--- src/rtl/addsub_pkg.sv ---
`default_nettype none
// ============================================================================
//  Module      : addsub_pkg
//  Description : Shared types and helpers for the sequential adder/subtractor.
//                Holds the FSM state encoding, the operation codes and the
//                chunk-counter width helper.
//  Revision    : 1.0 - initial release
// ============================================================================
package addsub_pkg;

    typedef enum logic [1:0] {
        IDLE = 2'd0,
        RUN  = 2'd1,
        DONE = 2'd2
    } addsub_state_t;

    localparam logic OP_ADD = 1'b0;
    localparam logic OP_SUB = 1'b1;

    // Counter width for n chunks; never below one bit so a single-chunk
    // configuration still has a legal counter vector.
    function automatic int cnt_width(input int n);
        return (n > 1) ? $clog2(n) : 1;
    endfunction

endpackage : addsub_pkg
`default_nettype wire

--- src/rtl/FullAdder.sv ---
`default_nettype none
// ============================================================================
//  Module      : FullAdder
//  Description : Single-bit full adder cell.
//  Ports       : a_i, b_i, ci_i  - addend bits and carry in
//                s_o, co_o       - sum bit and carry out
//  Revision    : 1.0 - initial release
// ============================================================================
module FullAdder (
    input  logic a_i,
    input  logic b_i,
    input  logic ci_i,
    output logic s_o,
    output logic co_o
);

    assign s_o  = a_i ^ b_i ^ ci_i;
    assign co_o = (a_i & b_i) | (ci_i & (a_i ^ b_i));

endmodule : FullAdder
`default_nettype wire

--- src/rtl/addsub_chunk.sv ---
`default_nettype none
// ============================================================================
//  Module      : addsub_chunk
//  Description : Combinational W-bit ripple adder built from FullAdder cells.
//  Ports       : a_i, b_i      - W-bit addends
//                cin_i         - carry into bit 0
//                sum_o         - W-bit sum
//                cout_o        - carry out of the top bit
//                c_msb_in_o    - carry into the top bit (for signed overflow)
//  Revision    : 1.0 - initial release
// ============================================================================
module addsub_chunk #(
    parameter int W = 4
) (
    input  logic [W-1:0] a_i,
    input  logic [W-1:0] b_i,
    input  logic         cin_i,
    output logic [W-1:0] sum_o,
    output logic         cout_o,
    output logic         c_msb_in_o
);

    logic [W:0] w_c;

    assign w_c[0] = cin_i;

    generate
        for (genvar i = 0; i < W; i++) begin : g_fa
            FullAdder u_fa (
                .a_i  (a_i[i]),
                .b_i  (b_i[i]),
                .ci_i (w_c[i]),
                .s_o  (sum_o[i]),
                .co_o (w_c[i+1])
            );
        end
    endgenerate

    assign cout_o     = w_c[W];
    assign c_msb_in_o = w_c[W-1];

endmodule : addsub_chunk
`default_nettype wire

--- src/rtl/seq_addsub.sv ---
`default_nettype none
// ============================================================================
//  Module      : seq_addsub
//  Description : Multi-cycle adder/subtractor. Adds CHUNK bits per clock,
//                rippling the carry between chunks through a register, with
//                valid/ready handshakes on both sides.
//  Ports       : clk, rst_n                  - clock, async active-low reset
//                in_valid_i/in_ready_o       - operand handshake
//                a_i, b_i, sub_i             - operands, 0 = A+B, 1 = A-B
//                out_valid_o/out_ready_i     - result handshake
//                result_o                    - sum/difference mod 2^WIDTH
//                carry_out_o                 - MSB carry (1 = no borrow on sub)
//                overflow_o                  - signed overflow
//                zero_o                      - result is all zeros
//  Revision    : 1.0 - initial release
// ============================================================================
module seq_addsub
    import addsub_pkg::*;
#(
    parameter int WIDTH = 16,
    parameter int CHUNK = 4
) (
    input  logic             clk,
    input  logic             rst_n,
    input  logic             in_valid_i,
    output logic             in_ready_o,
    input  logic [WIDTH-1:0] a_i,
    input  logic [WIDTH-1:0] b_i,
    input  logic             sub_i,
    output logic             out_valid_o,
    input  logic             out_ready_i,
    output logic [WIDTH-1:0] result_o,
    output logic             carry_out_o,
    output logic             overflow_o,
    output logic             zero_o
);

    localparam int              NCHUNK = WIDTH / CHUNK;
    localparam int              CNT_W  = cnt_width(NCHUNK);
    localparam logic [CNT_W-1:0] LAST  = CNT_W'(NCHUNK - 1);

    generate
        if (CHUNK < 1 || (WIDTH % CHUNK) != 0) begin : g_bad_chunk
            $error("seq_addsub: WIDTH must be a positive multiple of CHUNK");
        end
    endgenerate

    addsub_state_t    state_q, state_d;
    logic [CNT_W-1:0] cnt_q;
    logic [WIDTH-1:0] a_q, b_q, result_q;
    logic             carry_q, cout_q, ovf_q, zero_q;

    logic [CHUNK-1:0] w_a_chunk, w_b_chunk, w_sum;
    logic             w_cout, w_cmsb;
    logic [WIDTH-1:0] w_result_next;
    logic             w_last;

    assign w_last = (cnt_q == LAST);

    // ---------------- FSM: state register ----------------
    always_ff @(posedge clk or negedge rst_n) begin
        if (!rst_n) state_q <= IDLE;
        else        state_q <= state_d;
    end

    // ---------------- FSM: next state ----------------
    always_comb begin
        state_d = state_q;
        case (state_q)
            IDLE:    if (in_valid_i)  state_d = RUN;
            RUN:     if (w_last)      state_d = DONE;
            DONE:    if (out_ready_i) state_d = IDLE;
            default:                  state_d = IDLE;
        endcase
    end

    // ---------------- FSM: outputs ----------------
    always_comb begin
        in_ready_o  = (state_q == IDLE);
        out_valid_o = (state_q == DONE);
    end

    // Select the operand chunk addressed by the counter.
    always_comb begin
        w_a_chunk = '0;
        w_b_chunk = '0;
        for (int k = 0; k < NCHUNK; k++) begin
            if (cnt_q == CNT_W'(k)) begin
                w_a_chunk = a_q[k*CHUNK +: CHUNK];
                w_b_chunk = b_q[k*CHUNK +: CHUNK];
            end
        end
    end

    addsub_chunk #(.W(CHUNK)) u_chunk (
        .a_i        (w_a_chunk),
        .b_i        (w_b_chunk),
        .cin_i      (carry_q),
        .sum_o      (w_sum),
        .cout_o     (w_cout),
        .c_msb_in_o (w_cmsb)
    );

    // Merge the fresh chunk into the result; also feeds the zero flag so the
    // last chunk is included without waiting a cycle.
    always_comb begin
        w_result_next = result_q;
        for (int k = 0; k < NCHUNK; k++) begin
            if (cnt_q == CNT_W'(k)) w_result_next[k*CHUNK +: CHUNK] = w_sum;
        end
    end

    // ---------------- Datapath registers ----------------
    always_ff @(posedge clk or negedge rst_n) begin
        if (!rst_n) begin
            cnt_q    <= '0;
            a_q      <= '0;
            b_q      <= '0;
            carry_q  <= 1'b0;
            result_q <= '0;
            cout_q   <= 1'b0;
            ovf_q    <= 1'b0;
            zero_q   <= 1'b0;
        end else begin
            case (state_q)
                IDLE: begin
                    if (in_valid_i) begin
                        a_q     <= a_i;
                        // Subtraction is A + ~B + 1: invert B, seed carry.
                        b_q     <= b_i ^ {WIDTH{sub_i == OP_SUB}};
                        carry_q <= (sub_i == OP_SUB);
                        cnt_q   <= '0;
                    end
                end
                RUN: begin
                    result_q <= w_result_next;
                    carry_q  <= w_cout;
                    cnt_q    <= cnt_q + 1'b1;
                    if (w_last) begin
                        cout_q <= w_cout;
                        ovf_q  <= w_cmsb ^ w_cout;
                        zero_q <= (w_result_next == '0);
                    end
                end
                default: ;
            endcase
        end
    end

    assign result_o    = result_q;
    assign carry_out_o = cout_q;
    assign overflow_o  = ovf_q;
    assign zero_o      = zero_q;

endmodule : seq_addsub
`default_nettype wire

--- config.mk ---
export PLATFORM = sky130hd
export DESIGN_NAME = seq_addsub
export DESIGN_NICKNAME = d
export VERILOG_FILES = /design/src/rtl/addsub_pkg.sv /design/src/rtl/FullAdder.sv /design/src/rtl/addsub_chunk.sv /design/src/rtl/seq_addsub.sv
export SDC_FILE = /design/constraint.sdc
export NUM_CORES = 1
export LEC_CHECK = 0
export CAP_MARGIN = 20
export CORE_MARGIN = 8
export CORE_UTILIZATION = 55
export DETAILED_ROUTE_END_ITERATION = 10
export GPL_ROUTABILITY_DRIVEN = 0
export HOLD_SLACK_MARGIN = 0.05
export PLACE_DENSITY = 0.81
export SYNTH_ARGS = -nofsm -noshare
export SYNTH_HDL_FRONTEND = slang
export SYNTH_SLANG_ARGS = --single-unit
--- constraint.sdc ---
create_clock -name clk -period 6 [get_ports clk]
set_input_delay 1.2 -clock clk [delete_from_list [all_inputs] [get_ports clk]]
set_output_delay 1.2 -clock clk [all_outputs]
set_load 0.005 [all_outputs]
==> results.txt <==
Max-Cap Viols: 0
final critical delay including setup and external delays: 4.09 ns
die area: 7780 um2
sequential share of the synthesized area: 0.489
maximum number of pins on one net before global-route repair: 57
overall global routing resource usage: 0.164
number of instances in the synthesized netlist: 278
post-synthesis instance area: 2870 um2
vias per std cell: 5.20
register bit count reported by yosys: 56
Setup Skew: 0.00705 ns
detailed-route wire length per cell: 15.1 um
starting density of the core: 0.565
Clock Sink Count: 56
type of the setup path with the least slack: flop to flop
Worst Setup Slack, final: 1.91 ns
wire length of the first global-routing pass: 9910 um
result of the run: completed
Critical path buffers and inverters: 3
Area contributors post-synth: dfrtp_1 49%, nand2_1 11%, xnor2_1 5.2%
final-stage net count: 371
signed area change from the synthesized netlist to the final layout: 23.7%
DRC violations left: 0
highest attainable clock frequency: 244 MHz
Yosys top cell area share: 0.489
number of top-level pins: 58
Worst path max stage delay: 0.57 ns
clock root buffer: clkbuf_8
TritonCTS clock tree: yes
CP most frequent cell: fa_1
vias in the first global route: 2102
overall power after layout: 2040 uW
combinational share of power: 0.532
number of antenna violations at the first check in global routing: 0
GRT overflow: 0
setup bufs post-CTS: 0
Total Wirelength: 6010 um
critical-path cell list: inv_1, ha_1, nor2b_1, a221oi_1, o31ai_1, fa_1, inv_1, fa_1, inv_1, fa_1, fa_1, nor4b_1, o211ai_1, o31ai_1
cell accounting for the most synthesized area: dfrtp_1
Avg Cell Area, Syn: 10.3 um2
final setup vio count: 0
slowest CP cell: ha_1
net count after synthesis: 323
Worst Setup Slack post-DPL: 1.93 ns
setup repair after global routing missed its margin: false
proportion of total power due to net switching: 0.397
port bufs: 57
Num CTS Buffers: 5
design internal power: 1230 uW
Post-DP HPWL: 4420 um
Hold-fix buffers, CTS: 0
die extent in x: 88.2 um
PwrDens: 574 nW/um2
utilization of the core after routing: 0.699
Yosys warnings: 0
category of the worst setup path capture point: flop
number of resized instances in the post-cts repair step: 0
number of buffers on the longest clock path: 2
Required @ worst endpoint: 6.23 ns
Worst VDD drop: 0.000300 V
max-slew violations: 0
fraction of layout instances using a drive strength above 1: 0.131
Tightest Pin Transition: 0.895 ns
number of failing hold endpoints at the final stage: 0
# H-tree levels: 2
placeable core region: 5070 um2
Crit path max-delay family: adder cells
1st-pass router iterations: 4
switching power: 808 uW
clock transition at the register clock pins on the worst setup and hold paths after CTS: 0.10 ns
First DRT Iteration DRCs: 83
Clock Latency Late Sink: 0.31 ns
Slew HR: 0.401
WP data arrival: 4.32 ns
maximum net fanout on the critical path: 19
setup slack on the worst flop-to-flop path: 1.91 ns
distinct cell type count after synthesis: 32
Static Leak: 0.00156 uW
ANT cells: 0
post-route clock period utilization: 0.682
Final TNS setup: 0 ns
Clock power frac: 0.133
Via Count: 2063
register share of total power: 0.335
vertical die dimension: 88.2 um
type of element launching the critical path: flop
hold crit path type: flop to flop
row cnt: 26
number of nets with antenna violations after routing: 0
-- registers in the layout (all words and copies together), names as in the netlist --
register / count
a_q: 16
carry_out_o: 1
cnt_q: 2
result_o: 16
state_q: 2
b_q: 16
carry_q: 1
zero_o: 1
overflow_o: 1
-- cell families (layout without fill, tap and decap cells) --
logic type,count (synthesis),count (layout),synth area share
DFF,56,56,0.489
muxes,14,14,0.0545
buffers and inverters,24,73,0.0550
adders and majority gates,8,8,0.0454
and+or+nand+nor,114,114,0.182
AOI/OAI and AO/OA,45,45,0.123
xor gates and xnor gates,17,17,0.0519
-- power by group through the flow --
stage / logic [uW] / registers, uW / clock network [uW]
6_report: 1080 / 682 / 270
5_1_grt: 1210 / 704 / 289
4_1_cts: 1090 / 683 / 274
3_5_place_dp: 1090 / 690 / 0
3_3_place_gp: 1050 / 684 / 0
2_1_floorplan: 761 / 652 / 0
-- worst reg2reg max path: cells and delay by family, from the launching register on --
| family | cells | cell delay (ns) |
|---|---|---|
| AO/OA/AOI/OAI | 4 | 0.80 |
| adder cells (fa/ha/maj) | 5 | 2.13 |
| buffers and inverters | 3 | 0.25 |
| flip-flops | 1 | 0.42 |
| AND/OR/NAND/NOR | 2 | 0.42 |
-- metal layers --
| metal | GRT usage | wire (um) | up-vias |
|---|---|---|---|
| li1 | - | - | 1030 |
| met1 | 0.206 | 2650 | 958 |
| met2 | 0.273 | 2890 | 64 |
| met3 | 0.0362 | 368 | 11 |
| met4 | 0.0553 | 104 | 0 |
| met5 | 0 | 0 | - |
-- layout by cell type, fill, tap and decap left out --
cell and n:
nand3b_1 4, dfrtp_1 56, o31ai_1 8, o21ai_0 8, buf_2 1, buf_4 1, buf_12 1, xnor2_1 17
nor2b_1 17, o21ai_2 16, inv_1 5, buf_6 1, clkbuf_8 7, and2_1 1, mux2i_1 1, bufinv_16 1
nand2b_1 2, o221ai_1 1, nand2_1 81, ha_1 4, clkdlybuf4s50_1 56, or3b_2 1, mux2_2 13, a221oi_1 8
a22oi_1 1, nor4_1 3, nand3_1 2, o31a_1 2, nor3b_2 1, fa_1 4, nor4b_1 1, o211ai_1 1
nor2_1 1
-- stage by stage --
stage,instance area [um2],hold slack [ns],instances
detailed placement,3410,0.459,388
global placement,3390,0.454,387
CTS,3540,0.481,396
global route,3550,0.503,397
finish,3550,0.480,397
floorplan,2870,0.437,278
-- final timing paths --
path	startpoint	to	depth (start not counted)
max	cnt_q[1]	zero_o	14
min	b_q[2]	b_q[2]	2
max reg2reg	cnt_q[1]	zero_o	14
min reg2reg	b_q[2]	b_q[2]	2
max in group asynchronous	rst_n	a_q[11]	2
min in group asynchronous	rst_n	overflow_o	2
-- cells in the mapped netlist --
cell type  instances
a221oi_1           8
a22oi_1            1
and2_1             1
buf_1              1
buf_2              6
buf_4              1
buf_6              6
buf_8              1
clkbuf_1           4
dfrtp_1           56
fa_1               4
ha_1               4
inv_1              5
mux2_2            13
mux2i_1            1
nand2_1           81
nand2b_1           2
nand3_1            2
nand3b_1           4
nor2_1             1
nor2b_1           17
nor3b_2            1
nor4_1             3
nor4b_1            1
o211ai_1           1
o21ai_0            8
o21ai_2           16
o221ai_1           1
o31a_1             2
o31ai_1            8
or3b_1             1
xnor2_1           17
-- final cells by class --
class / instances / area (um2)
Clock buffer: 7 / 96.3
Clock inverter: 1 / 30.0
Fill cell: 400 / 1530
Inverter: 5 / 18.8
Multi-Input combinational cell: 198 / 1310
Sequential cell: 56 / 1400
Tap cell: 70 / 87.6
Timing Repair Buffer: 60 / 604
(Power assumes the default switching activity.)
